===== src/rtl/vc_read_arbiter_pkg.sv =====
// Shared definitions for the VC read arbiter: control-FSM state encodings
// and a small one-hot decode helper.
package vc_read_arbiter_pkg;

  // One-hot control-FSM states driven on the arbiter's state input
  localparam logic [3:0] ST_RESET  = 4'b0001;
  localparam logic [3:0] ST_INIT   = 4'b0010;
  localparam logic [3:0] ST_IDLE   = 4'b0100;
  localparam logic [3:0] ST_ACTIVE = 4'b1000;

  // VC index reached first after reset so that VC0 wins the first grant
  localparam logic [1:0] LAST_GRANT_RESET = 2'd3;

  // Decode a one-hot (or zero) 4-bit vector into its bit index
  function automatic logic [1:0] onehot_to_idx(input logic [3:0] oh);
    logic [1:0] idx;
    idx = '0;
    for (int i = 0; i < 4; i++) begin
      if (oh[i]) idx = 2'(i);
    end
    return idx;
  endfunction

endpackage


===== src/rtl/vc_read_arbiter_rr_select.sv =====
// Round-robin priority select over four requesters. The search starts at
// last+1 and wraps 3 -> 0, so the most recent winner has lowest priority.
module rr_select (
  input  logic [3:0] req,
  input  logic [1:0] last,
  output logic [3:0] gnt,
  output logic       valid
);

  logic [1:0] idx;
  logic       found;

  // Walk the four positions in rotated order and grant the first requester
  always_comb begin
    gnt   = '0;
    idx   = '0;
    found = 1'b0;
    for (int k = 1; k <= 4; k++) begin
      idx = last + 2'(k);
      if (!found && req[idx]) begin
        gnt[idx] = 1'b1;
        found    = 1'b1;
      end
    end
  end

  assign valid = |req;

endmodule


===== src/rtl/vc_read_arbiter.sv =====
// Reads words from four virtual-channel source FIFOs in round-robin order and
// pushes them into one downstream FIFO. Two-stage pipeline: pop in cycle N,
// push of that word in cycle N+1, so back-to-back pushes are possible when at
// least two VCs are requesting.
module vc_read_arbiter
  import vc_read_arbiter_pkg::*;
#(
  parameter int unsigned DATA_W = 12,
  parameter int unsigned NUM_VC = 4
) (
  input  logic                     clk,
  input  logic                     reset_L,
  input  logic [3:0]               state,
  input  logic [3:0]               src_empty,
  input  logic [NUM_VC*DATA_W-1:0] src_data,
  input  logic                     dst_almost_full,
  output logic [3:0]               pop,
  output logic                     push,
  output logic [DATA_W-1:0]        data_out,
  output logic [1:0]               vc_id,
  output logic [7:0]               xfer_count
);

  logic [3:0]        req;
  logic [3:0]        gnt;
  logic              gnt_valid;
  logic [1:0]        pop_idx;

  logic [3:0]        pop_q, pop_d;
  logic [1:0]        last_q, last_d;
  // push_q doubles as the valid bit of the second pipeline stage
  logic              push_q, push_d;
  logic [DATA_W-1:0] data_q, data_d;
  logic [1:0]        vc_q, vc_d;
  logic [7:0]        cnt_q, cnt_d;

  // A VC popped last cycle still shows a stale non-empty flag, so it sits out
  // one cycle to avoid over-reading its FIFO.
  assign req     = ~src_empty & ~pop_q;
  assign pop_idx = onehot_to_idx(pop_q);

  rr_select u_rr_select (
    .req   (req),
    .last  (last_q),
    .gnt   (gnt),
    .valid (gnt_valid)
  );

  // Next-state: grant/pop stage, push stage, and transfer counter
  always_comb begin
    pop_d  = '0;
    last_d = last_q;
    push_d = 1'b0;
    data_d = data_q;
    vc_d   = vc_q;
    cnt_d  = cnt_q;

    if (push_q && (cnt_q != 8'hFF)) cnt_d = cnt_q + 8'd1;

    if (state == ST_RESET) begin
      // Synchronous clear; any word in flight is dropped
      last_d = LAST_GRANT_RESET;
      data_d = '0;
      vc_d   = '0;
      cnt_d  = '0;
    end else begin
      // A word popped last cycle is always pushed, whatever the state is now
      if (|pop_q) begin
        push_d = 1'b1;
        data_d = src_data[32'(pop_idx)*DATA_W +: DATA_W];
        vc_d   = pop_idx;
      end
      if ((state == ST_ACTIVE) && !dst_almost_full && gnt_valid) begin
        pop_d  = gnt;
        last_d = onehot_to_idx(gnt);
      end
    end
  end

  // State registers with asynchronous active-low reset
  always_ff @(posedge clk or negedge reset_L) begin
    if (!reset_L) begin
      pop_q  <= '0;
      last_q <= LAST_GRANT_RESET;
      push_q <= 1'b0;
      data_q <= '0;
      vc_q   <= '0;
      cnt_q  <= '0;
    end else begin
      pop_q  <= pop_d;
      last_q <= last_d;
      push_q <= push_d;
      data_q <= data_d;
      vc_q   <= vc_d;
      cnt_q  <= cnt_d;
    end
  end

  assign pop        = pop_q;
  assign push       = push_q;
  assign data_out   = data_q;
  assign vc_id      = vc_q;
  assign xfer_count = cnt_q;

endmodule

===== config.mk =====
export PLATFORM = sky130hd
export DESIGN_NAME = vc_read_arbiter
export DESIGN_NICKNAME = d
export VERILOG_FILES = /design/src/rtl/vc_read_arbiter_pkg.sv /design/src/rtl/vc_read_arbiter_rr_select.sv /design/src/rtl/vc_read_arbiter.sv
export SDC_FILE = /design/constraint.sdc
export NUM_CORES = 1
export LEC_CHECK = 0
export CORE_MARGIN = 3
export CORE_UTILIZATION = 44
export DETAILED_ROUTE_END_ITERATION = 12
export GPL_TIMING_DRIVEN = 0
export PLACE_DENSITY = 0.87
export SKIP_CTS_REPAIR_TIMING = 1
export SLEW_MARGIN = 20
export SYNTH_ARGS = -nofsm -noshare
export SYNTH_HDL_FRONTEND = slang
export SYNTH_HIERARCHICAL = 1
export SYNTH_SLANG_ARGS = --single-unit

===== constraint.sdc =====
create_clock -name clk -period 5.6 [get_ports clk]
set_input_delay 1.12 -clock clk [delete_from_list [all_inputs] [get_ports clk]]
set_output_delay 1.12 -clock clk [all_outputs]
set_load 0.03 [all_outputs]

==> impl_summary.txt, run 1 <==
----------------------------------------------------
[Run status]
  Status ... finished clean

[Detailed routing]
  Routed metal-1 wire length ... 2560 µm
  Detailed router's first-iteration violation count ... 101
  Via count of the routed design ... 2105
  Number of vias per cell ... 5.90
  Avg WL per Cell ... about 18 µm
  Top Metal Used ... met4
  Post-route antenna net violation count ... 0
  Met3 Routed Length ... 372 µm
  DRC violation count after routing ... 0
  Met2 Wirelength ... 3310 µm
  Detailed-routing iteration count for the pre-antenna-repair pass ... 5
  Routed wire length ... around 6300 µm

[STA]
  Pin slew with the least headroom to its limit ... 1010 ps
  Setup TNS Final ... 0 ps
  Final Critical Period ... 3600 ps
  Final max-slew violation count ... 0
  Endpoints failing hold ... 0
  Max Clk Rate ... 278 MHz
  Worst-case clock skew ... 4.17 ps
  Worst-case setup margin in the final layout ... 2000 ps
  Final Cycle Share ... 64.3%
  Worst slew margin relative to its limit ... about a third
  Setup repair after global routing missed its margin ... no
  Count of endpoints failing setup in the final report ... 0

[Worst setup path]
  Data required time of the worst path ... 5780 ps
  Worst-path fanout max ... 11
  Origin of the worst setup path ... pop[2]
  Worst reg-to-reg setup slack ... 2000 ps
  Critical Path End ... last_q[0]
  Crit. End Element ... flop
  Crit Reg-Reg Endpoint ... last_q[0]
  Signal arrival time at the worst endpoint ... around 3800 ps
  Critical path startpoint category ... flop
  R2r worst-path depth ... 11
  FF-to-FF Start ... pop[2]
  Path type of the worst setup path ... flop to flop

[Placement]
  Instance area at placement ... 2970 µm²
  HPWL after detailed placement ... 4680 µm
  Placer congestion estimate ... slightly above 0.8
  Port-buffer cells ... 85
  Cell Count Post-Placement ... 350
  Place WS ... 2060 ps

[Synthesis]
  Number of enable-type register cells in the synthesized netlist ... 0
  Synth Area in XOR/XNOR ... 0%
  Simple-gate area share of the yosys netlist ... 21.4%
  Synthesis Warnings ... 6
  Yosys top cell by area ... dfrtp_1
  Complex-gate fraction of the synthesized area ... 19.9%
  Primary flip-flop cell chosen by synthesis mapping ... dfrtp_1
  Cell types with the largest area share after synthesis ... dfrtp_1, mux2_2, o211ai_1, ha_1, a31oi_1
  Number of flip-flops and latches in the synthesized netlist ... 29
  Netlist area before placement ... 2060 µm²
  Combinational family with the most area after synthesis ... simple AND/OR/NAND/NOR gates
  Most repeated cell in the gate-level netlist after synthesis ... dfrtp_1
  Synth cell count leaders ... dfrtp_1, nand2_1, o211ai_1, a31oi_1, mux2_2
  Adder-Cell Fraction of Synth Area ... approximately 5.5%
  Gate Count Post-Synth ... 213
  Share of synthesized area spent on multiplexers ... 12.3%
  Fraction of registers with async set or reset after synthesis ... between 90% and 100%
  Post-Syn Nets ... 281
  Unique masters post-synth ... between 40 and 50
  Sequential fraction of the synthesis area ... 35.4%
  Mean post-synth cell area ... a little under 10 µm²
  Share of the synthesized area in the top cell type ... 32.8%

[Power and ir drop]
  Power density of the placed cells ... ~320 nW/µm²
  Static Leakage ... 1.21 nW
  Peak supply drop ... 0.000158 V

[Clocking]
  TritonCTS clock tree ... done
  Source-to-sink clock delay at the later pin of the worst-skew pair ... 280 ps
  Num CTS Buffers ... 5
  CTS sink cnt ... 29
  CTS Buffer Depth ... 2
  Clock tree root driver cell ... clkbuf_8
  H-tree Lvls ... 2
  Clock-pin slew on the worst setup and hold paths ... about 60 ps

[Global routing]
  Remaining Overflow, GRT ... 0
  Number of global-route vias before repair ... 2086
  Pin count of the biggest net entering global routing ... 30
  First-pass GRT wire length ... 9690 µm
  Initial antenna violation count ... 0
  Global-route usage over all layers ... 22.8%

[Die]
  Total number of placement rows ... 24
  Die area ... 5530 µm²
  Die Span X ... 74.4 µm
  Standard cell core area ... 4440 µm²
  I/O Pins ... 86
  Initial Util ... 46.3%
  Floorplan die height ... roughly 74 µm

[Layout]
  Total Nets Final ... 373
  Antenna diodes ... 0
  Non-filler cells in the finished layout ... 357
  Area of all placed cells without fillers ... between 3000 and 4000 µm²
  Layout overhead on the synthesized area ... 48.4%
  Core occupancy in the finished layout ... 68.8%
  Fraction of layout instances using a drive strength above 1 ... 12.1%

[Min path]
  Hold Path Class ... flop to flop

[Flow run]
  Max-cap violation count ... 0

----------------------------------------------------
## logic make-up (layout without fill, tap and decap cells)
group | Yosys count | count (layout)
buffers and inverters | 20 | 112
DFF | 29 | 29
muxes | 18 | 18
adders and majority gates | 9 | 9
and+or+nand+nor | 73 | 73
AOI/OAI and AO/OA | 64 | 64
## per-layer routing
| layer | up-vias | GRT usage (%) |
|---|---|---|
| li1 | 981 | - |
| met1 | 1033 | 27.4 |
| met2 | 84 | 40.4 |
| met3 | 7 | 5.00 |
| met4 | 0 | 7.11 |
| met5 | - | 0 |
## area by class of cell
| cell class | count | area [µm²] |
|---|---|---|
| Timing Repair Buffer | 85 | 846 |
| Multi-Input combinational cell | 164 | 1210 |
| Inverter | 8 | 30.0 |
| Sequential cell | 29 | 728 |
| Buffer | 12 | 85.1 |
| Tap cell | 52 | 65.1 |
| Fill cell | 356 | 1390 |
| Clock buffer | 7 | 86.3 |
## report_power, final
part           total, W  switching (W)  internal, W
combinational  0.000485       0.000255     0.000230
sequential     0.000318      0.0000515     0.000267
clock          0.000174      0.0000765    0.0000973
## critical path, cell delays in order (launching register included)
cell and delay [ps]:
dfrtp_1 560, buf_2 320, buf_1 420, nor2_1 200, mux4_2 520, buf_6 160, nor4b_4 340, nand2_1 120
o211ai_1 140, inv_1 100, a2111oi_0 480, o21ai_0 140
## worst min-delay path by stage
| stage | start | end | slack, ps | depth (start not counted) |
|---|---|---|---|---|
| 2_1_floorplan | last_q[1] | last_q[1] | 580 | 2 |
| 3_3_place_gp | vc_id[1] | vc_id[1] | 520 | 2 |
| 3_5_place_dp | vc_id[1] | vc_id[1] | 540 | 2 |
| 4_1_cts | xfer_count[4] | xfer_count[4] | 580 | 1 |
| 5_1_grt | vc_id[1] | vc_id[1] | 610 | 2 |
| 6_report | vc_id[1] | vc_id[1] | 570 | 2 |
## flip-flops by register name, summed over array words and instances, names as in the netlist
register / count
data_out: 12
xfer_count: 8
pop: 4
last_q: 2
vc_id: 2
push: 1
## through the flow
step,power (W),hold WS (ps)
after floorplan,0.000601,578
after global placement,0.000778,516
after detailed placement,0.000800,537
after CTS,0.000979,580
after global routing,0.00103,610
final,0.000977,574
## placed cells by master (no fill, tap or decap), types with 3 or more instances in the layout
cell	netlist	final
clkdlybuf4s50_1	0	84
dfrtp_1	27	27
nand2_1	22	22
o211ai_1	16	16
a31oi_1	15	15
mux2_2	12	12
a21oi_1	11	11
nand2b_1	10	10
ha_1	9	9
inv_1	8	8
nor2_1	8	8
o21ai_0	8	8
clkbuf_8	0	6
and3_1	5	5
buf_6	5	5
clkbuf_1	4	5
nor3b_1	5	5
nor3_1	4	4
o21ai_1	4	4
buf_2	2	3
o21ai_2	3	3
a211oi_1	3	3
and4_1	3	3
or2b_1	3	3
Power figures use the tool's default switching activity.
==> run 2, diff against run 1 <==
CORE_UTILIZATION = 43   (was 44)
PLACE_DENSITY = 0.86   (was 0.87)
clock period = 3.5 ns   (was 5.6 ns; I/O delays follow)
==> run 2 against run 1 <==
Compared with the run above: cell count unchanged; sequential power increased by 59%; non-clock buffer count fell by 1; worst setup slack worse by 1600 ps; core utilization fell by 0.21 points; global-route usage down 1.6 points; die area is 2.1% higher; clock skew increased by 0.53 ps; critical path depth down 1.
==> impl_summary.txt, run 2 (synthesis gave the netlist of run 1 again) <==
----------------------------------------------------
[Worst setup path]
  Critical path startpoint category ... flop
  FF-to-FF Start ... pop[2]
  Origin of the worst setup path ... pop[2]
  Path type of the worst setup path ... flop to flop
  Worst-path fanout max ... 19
  Crit Reg-Reg Endpoint ... last_q[0]
  Crit. End Element ... flop
  R2r worst-path depth ... 10
  Data required time of the worst path ... 3680 ps
  Worst reg-to-reg setup slack ... about 450 ps
  Signal arrival time at the worst endpoint ... 3230 ps

[STA]
  Worst slew margin relative to its limit ... 37.3%
  Setup repair after global routing missed its margin ... no
  Setup TNS Final ... 0 ps
  Final Critical Period ... 3050 ps
  Worst-case clock skew ... 4.71 ps
  Final max-slew violation count ... 0
  Count of endpoints failing setup in the final report ... 0
  Final Cycle Share ... 87.2%
  Max Clk Rate ... 328 MHz
  Pin slew with the least headroom to its limit ... 938 ps
  Endpoints failing hold ... 0

[Detailed routing]
  Detailed router's first-iteration violation count ... 119
  Number of vias per cell ... 5.83
  DRC violation count after routing ... 0
  Routed wire length ... 5880 µm
  Avg WL per Cell ... 16.5 µm
  Via count of the routed design ... about 2100
  Post-route antenna net violation count ... 0
  Detailed-routing iteration count for the pre-antenna-repair pass ... 4

[Global routing]
  Met2 usage in global routing ... 35.7%
  Remaining Overflow, GRT ... 0
  Global routing usage on met3 ... 4.41%
  Global-route usage over all layers ... 21.2%
  Pin count of the biggest net entering global routing ... 30
  Number of global-route vias before repair ... 1963
  Peak-usage layer in the global routing report ... met2
  Met1 Usage GRT ... 26.3%
  Initial antenna violation count ... 0
  First-pass GRT wire length ... 9050 µm

[Layout]
  Antenna diodes ... 0
  Most common cell after layout, fill and taps aside ... clkdlybuf4s50_1
  Layout overhead on the synthesized area ... 49.0%
  Number of flip-flops in the largest register ... 12
  Core occupancy in the finished layout ... between 60% and 70%
  Total Nets Final ... 372
  Commonest non-fill, non-tap cells in the layout ... clkdlybuf4s50_1, dfrtp_1, nand2_1, o211ai_1, a31oi_1
  Fraction of layout instances using a drive strength above 1 ... 12.8%

[Power and ir drop]
  Static Leakage ... 1.22 nW
  Peak supply drop ... about 0.00029 V
  Total power draw ... 0.00158 W
  Power density of the placed cells ... 514 nW/µm²

[Flow run]
  Max-cap violation count ... 0

[Die]
  Initial Util ... between 40 and 50%
  Floorplan die height ... 75.2 µm
  Die Span X ... between 70 and 80 µm
  Standard cell core area ... about 4500 µm²
  Total number of placement rows ... 24
  Die area ... 5650 µm²
  I/O Pins ... 86

[Clocking]
  Clock-pin slew on the worst setup and hold paths ... about 60 ps
  CTS Buffer Depth ... 2
  Source-to-sink clock delay at the later pin of the worst-skew pair ... 280 ps
  CTS sink cnt ... 29
  Num CTS Buffers ... 5
  H-tree Lvls ... 2
  Clock tree root driver cell ... clkbuf_8
  TritonCTS clock tree ... done

[Placement]
  Placer congestion estimate ... approximately 0.84
  HPWL after detailed placement ... 4470 µm
  Port-buffer cells ... 85

[Min path]
  Hold Path Class ... primary input to async pin

[Run status]
  Status ... finished clean

----------------------------------------------------
## run 2: final cells by class
cell class              count  area (µm²)
repair buffers             85         846
flip-flops and latches     29         728
fillers                   354        1410
well taps                  52        65.1
clock buffers               7        96.3
plain buffers              11        81.3
inverters                   8        30.0
multi-input cells         164        1210
clock inverters             1        5.00
## run 2: how the worst max path moves through the flow
stage | depth (start not counted) | slack, ps | endpoint
final | 10 | 450 | last_q[0]
after floorplan | 11 | 540 | last_q[0]
after global placement | 11 | 220 | last_q[0]
after CTS | 11 | 160 | last_q[0]
after detailed placement | 11 | 170 | last_q[0]
after global routing | 10 | 120 | last_q[0]
## run 2: critical path, stage by stage, from the launching register on
cell and delay [ps]:
dfrtp_1 560, buf_2 400, nor2_1 160, mux4_2 500
buf_6 160, nor4b_4 350, nand2_1 100, o211ai_1 120
inv_1 90, a2111oi_0 360, o21ai_0 140
## run 2: where the power goes
| part | switching [W] | internal, W |
|---|---|---|
| Sequential | 0.0000791 | 0.000427 |
| Combinational | 0.000397 | 0.000367 |
| Clock | 0.000129 | 0.000177 |
## run 2: routing by layer
layer  vias to the layer above  wire length [µm]
met5                         -                 0
met4                         0               116
met3                        12               383
met2                        88              2960
met1                       999              2410
li1                        982                 -
## run 2: metrics by stage
stage               instances  hold slack, ps  setup WS [ps]  cell area (µm²)
floorplan                 213             404            539             2060
global placement          350             517            218             2970
detailed placement        350             544            175             2970
CTS                       358             462            159             3070
global route              357             489            124             3070
finish                    357             441            448             3070
